File: config.mk
export PLATFORM = sky130hd
export DESIGN_NAME = hs_txfis_framer_flat
export DESIGN_NICKNAME = d
export VERILOG_FILES = /design/src/rtl/hs_txfis_framer_pkg.sv /design/src/rtl/hs_txfis_framer_if.sv /design/src/rtl/hs_txfis_framer_hdr.sv /design/src/rtl/hs_txfis_framer.sv /design/src/flat_wrapper.sv
export SDC_FILE = /design/constraint.sdc
export NUM_CORES = 1
export LEC_CHECK = 0
export CAP_MARGIN = 30
export CORE_MARGIN = 10
export CORE_UTILIZATION = 40
export CTS_CLUSTER_SIZE = 28
export DETAILED_ROUTE_END_ITERATION = 6
export PLACE_DENSITY = 0.73
export SLEW_MARGIN = 10
export SYNTH_ARGS = -nofsm -noshare
export SYNTH_HDL_FRONTEND = slang
export SYNTH_SLANG_ARGS = --single-unit
export TNS_END_PERCENT = 5
File: constraint.sdc
create_clock -name sys_clk -period 3.1 [get_ports sys_clk]
set_input_delay 0.31 -clock sys_clk [delete_from_list [all_inputs] [get_ports sys_clk]]
set_output_delay 0.31 -clock sys_clk [all_outputs]
set_load 0.02 [all_outputs]
File: src/rtl/hs_txfis_framer_pkg.sv
`default_nettype none
// ============================================================================
// Module   : hs_pkg
// Brief    : Shared constants and state encoding for the TX Data FIS framer.
// Revision : 1.0 - initial release
// ============================================================================
package hs_pkg;

    localparam logic [7:0] FIS_DATA              = 8'h46;
    localparam int         C_MAX_FIS_DW_DEFAULT  = 2048;

    typedef enum logic [2:0] {
        ST_IDLE      = 3'd0,
        ST_HDR       = 3'd1,
        ST_DATA      = 3'd2,
        ST_WAIT_POP  = 3'd3,
        ST_ABORT_EOF = 3'd4
    } state_t;

endpackage
`default_nettype wire

File: src/rtl/hs_txfis_framer_if.sv
`default_nettype none
// ============================================================================
// Module   : hs_txfis_framer_if
// Brief    : Transfer control, source stream and txll TX FIFO signals.
// Revision : 1.0 - initial release
// ============================================================================
interface hs_txfis_framer_if;

    logic        xfer_start;
    logic [15:0] xfer_dwords;
    logic [3:0]  xfer_pm;
    logic        xfer_abort;
    logic        xfer_busy;
    logic        xfer_done;
    logic        xfer_err;

    logic [31:0] src_data;
    logic        src_valid;
    logic        src_ready;

    logic [31:0] txfifo_data;
    logic        txfifo_sof;
    logic        txfifo_eof;
    logic        txfifo_wr_en;
    logic        txfifo_almost_full;
    logic        txfifo_eof_poped;

    // Environment side: DMA engine + txll
    modport master (
        output xfer_start, xfer_dwords, xfer_pm, xfer_abort,
        input  xfer_busy, xfer_done, xfer_err,
        output src_data, src_valid,
        input  src_ready,
        input  txfifo_data, txfifo_sof, txfifo_eof, txfifo_wr_en,
        output txfifo_almost_full, txfifo_eof_poped
    );

    // Framer side
    modport slave (
        input  xfer_start, xfer_dwords, xfer_pm, xfer_abort,
        output xfer_busy, xfer_done, xfer_err,
        input  src_data, src_valid,
        output src_ready,
        output txfifo_data, txfifo_sof, txfifo_eof, txfifo_wr_en,
        input  txfifo_almost_full, txfifo_eof_poped
    );

endinterface
`default_nettype wire

File: src/rtl/hs_txfis_framer_hdr.sv
`default_nettype none
// ============================================================================
// Module   : hs_txfis_hdr
// Brief    : Combinational Data FIS header dword builder.
// Revision : 1.0 - initial release
// ============================================================================
module hs_txfis_hdr
    import hs_pkg::*;
(
    input  wire  [3:0]  i_pm,
    output logic [31:0] o_dword
);

    assign o_dword = {16'h0000, 4'h0, i_pm, FIS_DATA};

endmodule
`default_nettype wire

File: src/rtl/hs_txfis_framer.sv
`default_nettype none
// ============================================================================
// Module   : hs_txfis_framer
// Brief    : Builds SATA Data FISes from the DMA write stream into the txll
//            TX FIFO. Optional statistics counters: HS_TXFIS_STATS_EN.
// Revision : 1.0 - initial release
// ============================================================================
module hs_txfis_framer
    import hs_pkg::*;
#(
    parameter int C_MAX_FIS_DW = C_MAX_FIS_DW_DEFAULT
)
(
    input  wire          sys_clk,
    input  wire          sys_rst,
    hs_txfis_framer_if.slave bus,
    output logic         txfifo_clk,
    output logic [15:0]  stat_fis_cnt,
    output logic [15:0]  stat_stall_cnt
);

    localparam logic [11:0] c_MAX_FCNT = 12'(C_MAX_FIS_DW);

    state_t      r_state;
    state_t      w_state_nxt;
    logic [15:0] r_rem;
    logic [15:0] w_rem_nxt;
    logic [11:0] r_fcnt;
    logic [11:0] w_fcnt_nxt;
    logic [3:0]  r_pm;
    logic [3:0]  w_pm_nxt;

    logic        w_wr;
    logic        w_sof;
    logic        w_eof;
    logic [31:0] w_data;
    logic        w_done;
    logic        w_err;
    logic        w_src_ready;
    logic [31:0] w_hdr;
    logic [11:0] w_fis_len;

    logic [31:0] r_data;
    logic        r_sof;
    logic        r_eof;
    logic        r_wr_en;
    logic        r_done;
    logic        r_err;

    hs_txfis_hdr u_hdr (
        .i_pm    (r_pm),
        .o_dword (w_hdr)
    );

    assign w_fis_len = (r_rem > 16'(C_MAX_FIS_DW)) ? c_MAX_FCNT : r_rem[11:0];

    always_comb begin
        w_state_nxt = r_state;
        w_rem_nxt   = r_rem;
        w_fcnt_nxt  = r_fcnt;
        w_pm_nxt    = r_pm;
        w_wr        = 1'b0;
        w_sof       = 1'b0;
        w_eof       = 1'b0;
        w_data      = 32'h0;
        w_done      = 1'b0;
        w_err       = 1'b0;
        w_src_ready = 1'b0;

        case (r_state)
            ST_IDLE: begin
                // Abort wins over a coincident start: neither takes effect.
                if (bus.xfer_start && !bus.xfer_abort) begin
                    w_rem_nxt = bus.xfer_dwords;
                    w_pm_nxt  = bus.xfer_pm;
                    if (bus.xfer_dwords == 16'd0) begin
                        w_done = 1'b1;
                    end else begin
                        w_state_nxt = ST_HDR;
                    end
                end
            end
            ST_HDR: begin
                if (bus.xfer_abort) begin
                    w_done      = 1'b1;
                    w_err       = 1'b1;
                    w_state_nxt = ST_IDLE;
                end else if (!bus.txfifo_almost_full) begin
                    w_wr        = 1'b1;
                    w_sof       = 1'b1;
                    w_data      = w_hdr;
                    w_fcnt_nxt  = w_fis_len;
                    w_state_nxt = ST_DATA;
                end
            end
            ST_DATA: begin
                w_src_ready = !bus.txfifo_almost_full;
                // A word accepted alongside an abort is dropped; the frame is
                // closed by a dummy eof dword instead.
                if (bus.xfer_abort) begin
                    w_state_nxt = ST_ABORT_EOF;
                end else if (bus.src_valid && w_src_ready) begin
                    w_wr   = 1'b1;
                    w_data = bus.src_data;
                    if (r_fcnt != 12'd0) w_fcnt_nxt = r_fcnt - 12'd1;
                    if (r_rem  != 16'd0) w_rem_nxt  = r_rem  - 16'd1;
                    if (r_fcnt == 12'd1) begin
                        w_eof       = 1'b1;
                        w_state_nxt = ST_WAIT_POP;
                    end
                end
            end
            ST_WAIT_POP: begin
                if (bus.xfer_abort) begin
                    w_done      = 1'b1;
                    w_err       = 1'b1;
                    w_state_nxt = ST_IDLE;
                end else if (bus.txfifo_eof_poped) begin
                    if (r_rem == 16'd0) begin
                        w_done      = 1'b1;
                        w_state_nxt = ST_IDLE;
                    end else begin
                        w_state_nxt = ST_HDR;
                    end
                end
            end
            ST_ABORT_EOF: begin
                if (!bus.txfifo_almost_full) begin
                    w_wr        = 1'b1;
                    w_eof       = 1'b1;
                    w_done      = 1'b1;
                    w_err       = 1'b1;
                    w_state_nxt = ST_IDLE;
                end
            end
            default: begin
                w_state_nxt = ST_IDLE;
            end
        endcase
    end

    always_ff @(posedge sys_clk) begin
        if (sys_rst) begin
            r_state <= ST_IDLE;
            r_rem   <= 16'd0;
            r_fcnt  <= 12'd0;
            r_pm    <= 4'd0;
            r_data  <= 32'h0;
            r_sof   <= 1'b0;
            r_eof   <= 1'b0;
            r_wr_en <= 1'b0;
            r_done  <= 1'b0;
            r_err   <= 1'b0;
        end else begin
            r_state <= w_state_nxt;
            r_rem   <= w_rem_nxt;
            r_fcnt  <= w_fcnt_nxt;
            r_pm    <= w_pm_nxt;
            r_data  <= w_data;
            r_sof   <= w_sof;
            r_eof   <= w_eof;
            r_wr_en <= w_wr;
            r_done  <= w_done;
            r_err   <= w_err;
        end
    end

    assign bus.xfer_busy    = (r_state != ST_IDLE);
    assign bus.xfer_done    = r_done;
    assign bus.xfer_err     = r_err;
    assign bus.src_ready    = w_src_ready;
    assign bus.txfifo_data  = r_data;
    assign bus.txfifo_sof   = r_sof;
    assign bus.txfifo_eof   = r_eof;
    assign bus.txfifo_wr_en = r_wr_en;
    assign txfifo_clk       = sys_clk;

`ifdef HS_TXFIS_STATS_EN
    logic [15:0] r_fis_cnt;
    logic [15:0] r_stall_cnt;
    logic        w_stall;

    assign w_stall = bus.txfifo_almost_full &&
                     ((r_state == ST_HDR) || (r_state == ST_DATA) || (r_state == ST_ABORT_EOF));

    always_ff @(posedge sys_clk) begin
        if (sys_rst) begin
            r_fis_cnt   <= 16'd0;
            r_stall_cnt <= 16'd0;
        end else begin
            if (w_wr && w_sof && (r_fis_cnt != 16'hFFFF)) begin
                r_fis_cnt <= r_fis_cnt + 16'd1;
            end
            if (w_stall && (r_stall_cnt != 16'hFFFF)) begin
                r_stall_cnt <= r_stall_cnt + 16'd1;
            end
        end
    end

    assign stat_fis_cnt   = r_fis_cnt;
    assign stat_stall_cnt = r_stall_cnt;
`else
    assign stat_fis_cnt   = 16'd0;
    assign stat_stall_cnt = 16'd0;
`endif

endmodule
`default_nettype wire

File: src/flat_wrapper.sv
// flat-port wrapper written by rule: the top's interface ports become plain ports
module hs_txfis_framer_flat import hs_pkg::*;
#(
    parameter int C_MAX_FIS_DW = C_MAX_FIS_DW_DEFAULT
)
  (sys_clk, sys_rst, txfifo_clk, stat_fis_cnt, stat_stall_cnt, bus_xfer_start, bus_xfer_dwords, bus_xfer_pm, bus_xfer_abort, bus_xfer_busy, bus_xfer_done, bus_xfer_err, bus_src_data, bus_src_valid, bus_src_ready, bus_txfifo_data, bus_txfifo_sof, bus_txfifo_eof, bus_txfifo_wr_en, bus_txfifo_almost_full, bus_txfifo_eof_poped);
  hs_txfis_framer_if bus_i ();
  input  wire sys_clk;
  input  wire sys_rst;
  output logic txfifo_clk;
  output logic [15:0] stat_fis_cnt;
  output logic [15:0] stat_stall_cnt;
  input wire logic [$bits(bus_i.xfer_start)-1:0] bus_xfer_start;
  input wire logic [$bits(bus_i.xfer_dwords)-1:0] bus_xfer_dwords;
  input wire logic [$bits(bus_i.xfer_pm)-1:0] bus_xfer_pm;
  input wire logic [$bits(bus_i.xfer_abort)-1:0] bus_xfer_abort;
  output wire logic [$bits(bus_i.xfer_busy)-1:0] bus_xfer_busy;
  output wire logic [$bits(bus_i.xfer_done)-1:0] bus_xfer_done;
  output wire logic [$bits(bus_i.xfer_err)-1:0] bus_xfer_err;
  input wire logic [$bits(bus_i.src_data)-1:0] bus_src_data;
  input wire logic [$bits(bus_i.src_valid)-1:0] bus_src_valid;
  output wire logic [$bits(bus_i.src_ready)-1:0] bus_src_ready;
  output wire logic [$bits(bus_i.txfifo_data)-1:0] bus_txfifo_data;
  output wire logic [$bits(bus_i.txfifo_sof)-1:0] bus_txfifo_sof;
  output wire logic [$bits(bus_i.txfifo_eof)-1:0] bus_txfifo_eof;
  output wire logic [$bits(bus_i.txfifo_wr_en)-1:0] bus_txfifo_wr_en;
  input wire logic [$bits(bus_i.txfifo_almost_full)-1:0] bus_txfifo_almost_full;
  input wire logic [$bits(bus_i.txfifo_eof_poped)-1:0] bus_txfifo_eof_poped;
  assign bus_i.xfer_start = bus_xfer_start;
  assign bus_i.xfer_dwords = bus_xfer_dwords;
  assign bus_i.xfer_pm = bus_xfer_pm;
  assign bus_i.xfer_abort = bus_xfer_abort;
  assign bus_xfer_busy = bus_i.xfer_busy;
  assign bus_xfer_done = bus_i.xfer_done;
  assign bus_xfer_err = bus_i.xfer_err;
  assign bus_i.src_data = bus_src_data;
  assign bus_i.src_valid = bus_src_valid;
  assign bus_src_ready = bus_i.src_ready;
  assign bus_txfifo_data = bus_i.txfifo_data;
  assign bus_txfifo_sof = bus_i.txfifo_sof;
  assign bus_txfifo_eof = bus_i.txfifo_eof;
  assign bus_txfifo_wr_en = bus_i.txfifo_wr_en;
  assign bus_i.txfifo_almost_full = bus_txfifo_almost_full;
  assign bus_i.txfifo_eof_poped = bus_txfifo_eof_poped;
  hs_txfis_framer #(.C_MAX_FIS_DW(C_MAX_FIS_DW)) u_core (.sys_clk(sys_clk), .sys_rst(sys_rst), .bus(bus_i), .txfifo_clk(txfifo_clk), .stat_fis_cnt(stat_fis_cnt), .stat_stall_cnt(stat_stall_cnt));
endmodule
# After elaboration in Yosys (flattened, before gate mapping)
# Index checks and enable logic that the tools add are counted.
dict set report totals {
  elab_cells 97
  ram_bits 0
  n_memories 0
  inputBits 59
  latch_bits 0
  rom_bits 0
  regBits 72
  out_inout_bits 72
}
dict set report op_classes {
  shifts 0
  add_sub_neg 2
  mul 0
  eq_ne 18
  order_cmp 1
  n_mux 47
  n_bitwise 1
  reduce_logical 18
  div 0
}
# operator count
set op_table {}
lappend op_table {{2-to-1 mux 32 bit} 3}
lappend op_table {{2-to-1 mux 12 bit} 7}
lappend op_table {{2-to-1 mux 16 bit} 4}
lappend op_table {{case mux 32 bit (2 select lines)} 1}
lappend op_table {{logical NOT 16 bit} 2}
lappend op_table {{case mux 16 bit (2 select lines)} 1}
lappend op_table {{2-to-1 mux 3 bit} 10}
lappend op_table {{case mux 12 bit (2 select lines)} 1}
lappend op_table {{greater-than comparator 16 x 12 -> 1 bit (second input constant)} 1}
lappend op_table {{nonzero test 16 bit} 1}
lappend op_table {{subtractor 16 x 1 -> 16 bit (second input constant)} 1}
lappend op_table {{2-to-1 mux 1 bit} 15}
lappend op_table {{case mux 3 bit (5 select lines)} 1}
lappend op_table {{== test 12 x 1 -> 1 bit (second input constant)} 1}
lappend op_table {{nonzero test 12 bit} 1}
lappend op_table {{subtractor 12 x 1 -> 12 bit (second input constant)} 1}
lappend op_table {{inequality test 2 bit (second input constant)} 5}
lappend op_table {{inequality test 2 x 1 -> 1 bit (second input constant)} 4}
lappend op_table {{AND reduction 7 bit} 1}
lappend op_table {{== test 3 x 2 -> 1 bit (second input constant)} 2}
lappend op_table {{inequality test 3 x 2 -> 1 bit (second input constant)} 2}
lappend op_table {{inequality test 3 bit (second input constant)} 2}
lappend op_table {{AND reduction 6 bit} 1}
lappend op_table {{AND reduction 5 bit} 1}
lappend op_table {{other kinds (13)} 18}

# Depth between registers and ports, before layout
# Gate-level depths: netlist of the first run.
dict set report depth {
  ltp_word 5
  mapped_depth 9
  depth_no_buf 7
}

# Modules after synthesis
# A second synthesis of the first run with hierarchy kept.
dict set report hier_totals {
  hier_cells 501
  hier_area_um2 4115.2
}
# module area_per_inst_um2 seq_area_each_um2 cells_each instances
set by_module_without_submodules {}
lappend by_module_without_submodules {hs_txfis_framer 3867.5 1441.4 467 1}
lappend by_module_without_submodules {hs_txfis_hdr 247.7 0.0 34 1}

==> results of run 1 <==
==> layout by cell type (no fill, tap or decap), types with 5 or more instances in the layout <==
cell type	n
sky130_fd_sc_hd__a31oi_1	8
sky130_fd_sc_hd__o21ai_1	18
sky130_fd_sc_hd__a22oi_1	7
sky130_fd_sc_hd__clkbuf_8	12
sky130_fd_sc_hd__nor2_1	45
sky130_fd_sc_hd__a21o_1	6
sky130_fd_sc_hd__a21oi_1	40
sky130_fd_sc_hd__inv_1	9
sky130_fd_sc_hd__nand4_1	9
sky130_fd_sc_hd__o21ai_0	8
sky130_fd_sc_hd__clkdlybuf4s50_1	98
sky130_fd_sc_hd__nand3_1	8
sky130_fd_sc_hd__buf_4	11
sky130_fd_sc_hd__conb_1	32
sky130_fd_sc_hd__nand2b_1	6
sky130_fd_sc_hd__nor4_1	11
sky130_fd_sc_hd__nand2_1	32
sky130_fd_sc_hd__dfxtp_1	72
sky130_fd_sc_hd__and2_1	25
sky130_fd_sc_hd__a221oi_1	5
sky130_fd_sc_hd__nor3_1	17
==> worst register-to-register path: stages, from the launching register on <==
cell                        delay (ns)
sky130_fd_sc_hd__dfxtp_1          0.57
sky130_fd_sc_hd__nor3b_2          0.27
sky130_fd_sc_hd__buf_4            0.30
sky130_fd_sc_hd__nand3_1          0.22
sky130_fd_sc_hd__a2bb2oi_1        0.70
sky130_fd_sc_hd__o211ai_1         0.19
sky130_fd_sc_hd__a21oi_1          0.20
==> routing by layer <==
| metal | vias up | wire (µm) |
|---|---|---|
| met5 | - | 0 |
| met4 | 0 | 80 |
| met3 | 10 | 868 |
| met2 | 171 | 5150 |
| met1 | 1555 | 4260 |
| li1 | 1669 | - |
==> flip-flops by register name (all words and copies together), names as in the netlist <==
register / count
u_core.bus.xfer_done: 1
u_core.r_fcnt: 12
u_core.r_rem: 16
u_core.bus.xfer_err: 1
u_core.bus.txfifo_eof: 1
u_core.r_pm: 4
u_core.bus.txfifo_data: 32
u_core.bus.txfifo_sof: 1
u_core.r_state: 3
u_core.bus.txfifo_wr_en: 1
==> final cells by class <==
cell class,instances,area (µm²)
well taps,108,135
fillers,808,3940
flip-flops and latches,72,1440
clock inverters,6,92.6
multi-input cells,328,1840
inverters,9,33.8
clock buffers,14,179
repair buffers,108,1050
==> Yosys cell counts (7+ instances only) <==
cell type and count:
sky130_fd_sc_hd__clkbuf_1 24, sky130_fd_sc_hd__dfxtp_1 72, sky130_fd_sc_hd__a21oi_1 40, sky130_fd_sc_hd__nor4_1 11
sky130_fd_sc_hd__nand2_1 32, sky130_fd_sc_hd__a22oi_1 7, sky130_fd_sc_hd__nand3_1 8, sky130_fd_sc_hd__nor2_1 45
sky130_fd_sc_hd__buf_4 33, sky130_fd_sc_hd__nor3_1 17, sky130_fd_sc_hd__and2_1 25, sky130_fd_sc_hd__nand4_1 9
sky130_fd_sc_hd__a31oi_1 8, sky130_fd_sc_hd__o21ai_1 18, sky130_fd_sc_hd__o21ai_0 8, sky130_fd_sc_hd__inv_1 9
==> stage by stage <==
| step | setup WS, ns | area [µm²] | std cells | utilization [%] |
|---|---|---|---|---|
| 5_1_grt | 0.262 | 4780 | 645 | 54.8 |
| 3_5_place_dp | 0.613 | 4520 | 626 | 51.8 |
| 6_report | 0.486 | 4780 | 645 | 54.8 |
| 4_1_cts | 0.478 | 4780 | 645 | 54.8 |
| 3_3_place_gp | 0.500 | 4510 | 625 | 51.7 |
| 2_1_floorplan | 0.859 | 3690 | 471 | - |
==> power breakdown <==
group	internal (mW)	leakage, nW	switching (mW)
Sequential	0.942	0.583	0.0237
Clock	0.561	0.129	0.405
Combinational	0.145	1.12	0.184
==> cells by family after synthesis <==
| family | synth area share (%) |
|---|---|
| muxes | 1.43 |
| AOI/OAI and AO/OA | 19.2 |
| adders and majority gates | 1.40 |
| and+or+nand+nor | 25.0 |
| DFF | 40.3 |
| buffers and inverters | 11.6 |
| other | 0.105 |
| xor gates and xnor gates | 0.979 |
==> worst max-delay path by stage <==
stage | start | end | slack, ns | depth (start not counted)
2_1_floorplan | u_core.r_rem[0]$_SDFFE_PP0P_ | u_core.bus.xfer_done$_SDFF_PP0_ | 0.86 | 7
3_3_place_gp | bus_xfer_abort | u_core.r_fcnt[11]$_SDFFE_PP0P_ | 0.50 | 6
3_5_place_dp | bus_xfer_abort | u_core.r_fcnt[1]$_SDFFE_PP0P_ | 0.61 | 7
4_1_cts | sys_clk | txfifo_clk | 0.48 | 3
5_1_grt | u_core.r_state[1]$_SDFFE_PP0P_ | u_core.r_rem[1]$_SDFFE_PP0P_ | 0.26 | 6
6_report | sys_clk | txfifo_clk | 0.49 | 3
==> results.md, run 1 <==
• **endpoint of the worst hold path** u_core.bus.txfifo_data[15]$_SDFF_PP0_
• **Buffers on Ports** 98
• **terminus of the critical flop-to-flop path** u_core.r_rem[1]$_SDFFE_PP0P_
• **die footprint** 0.0131 mm²
• **initial drt markers** 317
• **hold buffer count at cts** 0
• **data required time of the worst path** 2.79 ns
• **pin count of the biggest net entering global routing** 49
• **run status** finished, final reports clean
• **post-cts resize count** 0
• **Clock Latency Late Sink** 0.46 ns
• **Slowest cell on crit path** sky130_fd_sc_hd__clkdlybuf4s50_1
• **Critical Path Fanout Max** 2
• **prevailing post-synth register cell** sky130_fd_sc_hd__dfxtp_1
• **ys async rst share** 0%
• **area of the mapped netlist** 0.00358 mm²
• **worst clock skew** 0.0107 ns
• **worst min-delay path category** in2reg
• **detailed-route wire length** 10400 µm
• **Setup Buffers After CTS** 0
• **dominant delay contributor by cell family on the critical path** buffers and inverters
• **count of synthesis-stage warnings from yosys** 0
• **transition at the pin with the smallest max-transition slack** 0.864 ns
• **post-synthesis sequential area ratio** 40.3%
• **half-perimeter wire length after detailed placement** 7520 µm
• **RSZ-0062 raised after global routing** false
• **number of max-cap violations** 0
• **type of the worst setup path** clk2out
• **number of diodes** 0
• **via count normalized by instance count** 5.28
• **element type at the critical path end** output port
• **Cells after Synth** 440
• **Critical path buffers and inverters** 3
• **total via count after detailed routing** 3405
• **leakage power summed over all cells** 1.83 nW
• **count of boundary I/O pins** 131
• **CTS tree** done
• **dominant cell type by area after synthesis** sky130_fd_sc_hd__dfxtp_1
• **number of hold violations in the final report** 0
• **horizontal die dimension** 115 µm
• **Power, Total** 2.26 mW
• **beginning of the worst hold path** bus_src_data[15]
• **maximum cell stage delay along the critical path** 0.53 ns
• **Final ANT Viol Nets** 0
• **R2R Path Start** u_core.r_state[1]$_SDFFE_PP0P_
• **setup TNS** 0 ns
• **most used routing layer in global routing** met2
• **met3 Use GR** 4.51%
• **number of global-route vias before repair** 3277
• **antenna violations before repair** 0
• **element type at the critical path start** clock port
• **drt first pass iters** 7
• **effective utilization at floorplan** 41.0%
• **top cell type's share of synthesized area** 40.3%
• **critical path cell sequence** clkbuf_8 > clkbuf_8 > clkdlybuf4s50_1
• **worst hold stages** 2
• **setup slack of the worst register-to-register path** 0.58 ns
• **R2R depth** 6
• **DRC violation count after routing** 0
• **core area** 0.00872 mm²
• **fraction of layout instances using a drive strength above 1** 7.26%
• **met1 Track Usage GR** 19.2%
• **row count** 34
• **global-route wire length before repair** 16500 µm
• **mean area per synthesized cell** 8.13 µm²
• **Area growth, synth to finish** 33.5%
• **Max Freq** 0.385 GHz
• **worst supply voltage drop on vdd** 0.000253 V
• **total power per unit cell area** 473 mW/mm²
• **final weighted congestion in routability-driven placement** 0.849
• **Hold Worst Slack** 0.405 ns
• **fraction of met2 tracks used by global routing** 24.3%
• **number of nets in the layout** 595
• **final worst path period share** 84.3%
• **Final Max Slew Viols** 0
• **CP most frequent cell** sky130_fd_sc_hd__clkbuf_8
• **normalized max-slew margin** 42.2%
• **register bit total from synthesis** 72
• **cell types with the largest area share after synthesis** sky130_fd_sc_hd__dfxtp_1 40%, sky130_fd_sc_hd__buf_4 6.9%, sky130_fd_sc_hd__a21oi_1 5.6%
• **all-layer global routing usage** 15.2%
• **final routed wire length divided by cell count** 16.1 µm
• **Final setup viols** 0
• **vertical die dimension** 115 µm
• **post-layout min period** 2.61 ns
• **number of distinct library cells after synthesis** 51
• **Worst-path clk slew** 0.08 ns
• **global-route congestion overflow total** 0
• **count of flip-flops with a built-in enable after synthesis** 0
• **Crit path arrival time** 2.30 ns
Note: power is estimated with default switching activity, not from simulation.
==> inputs of run 2 (changes only) <==
--- a/config.mk
+++ b/config.mk
@@ -10,7 +10,7 @@
 export CORE_UTILIZATION = 40
 export CTS_CLUSTER_SIZE = 28
 export DETAILED_ROUTE_END_ITERATION = 6
-export PLACE_DENSITY = 0.73
+export PLACE_DENSITY = 0.76
 export SLEW_MARGIN = 10
 export SYNTH_ARGS = -nofsm -noshare
 export SYNTH_HDL_FRONTEND = slang
==> constraint.sdc (replaced) <==
create_clock -name sys_clk -period 2.3 [get_ports sys_clk]
set_input_delay 0.23 -clock sys_clk [delete_from_list [all_inputs] [get_ports sys_clk]]
set_output_delay 0.23 -clock sys_clk [all_outputs]
set_load 0.02 [all_outputs]
==> results.md, run 2 (synthesized netlist as in run 1, its figures left out) <==
• **run status** complete, but fails checks
• **violations in the final reports** setup timing
• **Crit path arrival time** 2.68 ns, +0.38 ns
• **horizontal die dimension** 115 µm, unchanged
• **number of hold violations in the final report** 0, unchanged
• **drt first pass iters** 5, -2
• **die footprint** 0.0131 mm², unchanged
• **normalized max-slew margin** 65.8%, +24 points
• **global-route wire length before repair** 16700 µm, +1.5%
• **via count normalized by instance count** 5.34, +1.1%
• **total power per unit cell area** 622 mW/mm², +32%
• **total via count after detailed routing** 3540, +4.0%
• **count of boundary I/O pins** 131, unchanged
• **row count** 34, unchanged
• **final routed wire length divided by cell count** 16.3 µm, +1.7%
• **effective utilization at floorplan** 41.0%, unchanged
• **data required time of the worst path** 2.66 ns, -0.13 ns
• **half-perimeter wire length after detailed placement** 7910 µm, +5.2%
• **vertical die dimension** 115 µm, unchanged
• **max FFs per register** 32, unchanged
• **initial drt markers** 239, -25%
• **hold buffer count at cts** 0, unchanged
• **number of diodes** 0, unchanged
• **CTS tree** done
• **number of nets in the layout** 613, +3.0%
• **final weighted congestion in routability-driven placement** 0.830, -2.2%
• **core area** 0.00872 mm², unchanged
• **worst min-delay path category** in2reg
• **Worst Setup Slack post-DPL** -0.0304 ns, -0.644 ns
• **Clock Latency Late Sink** 0.46 ns, about the same
• **final worst path period share** 101%
• **count of filler cells inserted in the layout** 782, -3.2%
• **DRC violation count after routing** 0, unchanged
• **fraction of layout instances using a drive strength above 1** 12.4%, +5.2 points
• **element type at the critical path end** flip-flop
• **detailed-route wire length** 10800 µm, +4.5%
• **element type at the critical path start** flip-flop
• **summed area of non-filler cells in the final layout** 0.00501 mm², +4.8%
• **worst clock skew** 0.0110 ns, +0.000302 ns
• **setup ws final** -0.0167 ns, -0.503 ns
• **Final Max Slew Viols** 0, unchanged
• **Critical Path Fanout Max** 8, +6
• **commonest non-fill, non-tap cells in the layout** 97 x sky130_fd_sc_hd__clkdlybuf4s50_1, 71 x sky130_fd_sc_hd__dfxtp_1, 45 x sky130_fd_sc_hd__nor2_1
• **antenna violations before repair** 0, unchanged
• **Final setup viols** 1, +1
• **Max Freq** 0.432 GHz
• **transition at the pin with the smallest max-transition slack** 0.512 ns, -0.352 ns
• **Buffers on Ports** 98, unchanged
• **most frequent standard cell in the layout excluding fill and tap cells** sky130_fd_sc_hd__clkdlybuf4s50_1
• **worst supply voltage drop on vdd** 0.000388 V, +54%
• **Final ANT Viol Nets** 0, unchanged
• **all-layer global routing usage** 15.6%, +0.41 points
• **RSZ-0062 raised after global routing** true
• **post-layout min period** 2.32 ns
• **Worst-path clk slew** 0.09 ns, about the same
• **instance area after placement** 0.00465 mm², +2.9%
• **number of global-route vias before repair** 3313, +1.1%
• **pin count of the biggest net entering global routing** 36, -27%
• **number of max-cap violations** 0, unchanged
• **type of the worst setup path** reg2reg
• **Area growth, synth to finish** 39.9%
• **leakage power summed over all cells** 1.96 nW, +6.7%
• **global-route congestion overflow total** 0, unchanged
## run 2: what timing repair did
item	in CTS	in global routing
pin swaps	1	21
buffers inserted	0	1
endpoints found under the setup margin	5	19
gates resized for setup	4	13
endpoints found under the hold margin	0	0
## run 2: worst max-delay path: stages (launching register included)
cell and delay (ns):
sky130_fd_sc_hd__dfxtp_4 0.36, sky130_fd_sc_hd__inv_2 0.07, sky130_fd_sc_hd__ha_4 0.14, sky130_fd_sc_hd__or4b_4 0.46
sky130_fd_sc_hd__or4_4 0.58, sky130_fd_sc_hd__a21oi_4 0.31, sky130_fd_sc_hd__a211oi_2 0.12, sky130_fd_sc_hd__a211oi_1 0.19
## run 2: worst paths after layout
check | from | endpoint | slack (ns) | cells after the start
worst max-delay path | u_core.r_rem[1]$_SDFFE_PP0P_ | u_core.r_fcnt[1]$_SDFFE_PP0P_ | -0.02 | 7
worst max register to register | u_core.r_rem[1]$_SDFFE_PP0P_ | u_core.r_fcnt[1]$_SDFFE_PP0P_ | -0.02 | 7
worst min-delay path | bus_src_data[24] | u_core.bus.txfifo_data[24]$_SDFF_PP0_ | 0.32 | 2
worst min register to register | u_core.r_rem[1]$_SDFFE_PP0P_ | u_core.r_rem[1]$_SDFFE_PP0P_ | 0.50 | 2
## run 2: layout make-up
type	instances	area [µm²]	area share (%)
multi-input cells	328	1920	38.4
flip-flops and latches	72	1450	28.9
repair buffers	126	1200	24.0
clock buffers	14	179	3.57
well taps	108	135	2.70
clock inverters	6	92.6	1.85
inverters	9	33.8	0.675
## run 2: per-stage QoR
stage                     hold slack, ns  setup TNS [ns]  cells  power, mW  utilization [%]
after global routing               0.305          -0.495    663       3.25             57.4
after CTS                          0.313               0    661       3.10             56.4
after detailed placement           0.483         -0.0313    642       1.85             53.3
final                              0.324         -0.0167    663       3.12             57.4
after floorplan                    0.309               0    471       1.68                -
after global placement             0.472               0    642       1.84             53.3
## run 2: where the power goes
part | switching [mW] | internal, mW | total (mW)
sequential | 0.0290 | 1.27 | 1.30
clock | 0.557 | 0.757 | 1.31
combinational | 0.274 | 0.230 | 0.504
total | 0.859 | 2.26 | 3.12
## run 2: per-layer routing
| layer | GRT usage [%] | vias to the layer above | part of all wire [%] |
|---|---|---|---|
| met5 | 0 | - | 0 |
| met4 | 5.93 | 0 | 1.2 |
| met3 | 5.66 | 15 | 7.7 |
| met2 | 25.0 | 146 | 50 |
| met1 | 18.6 | 1674 | 41 |
| li1 | - | 1705 | - |
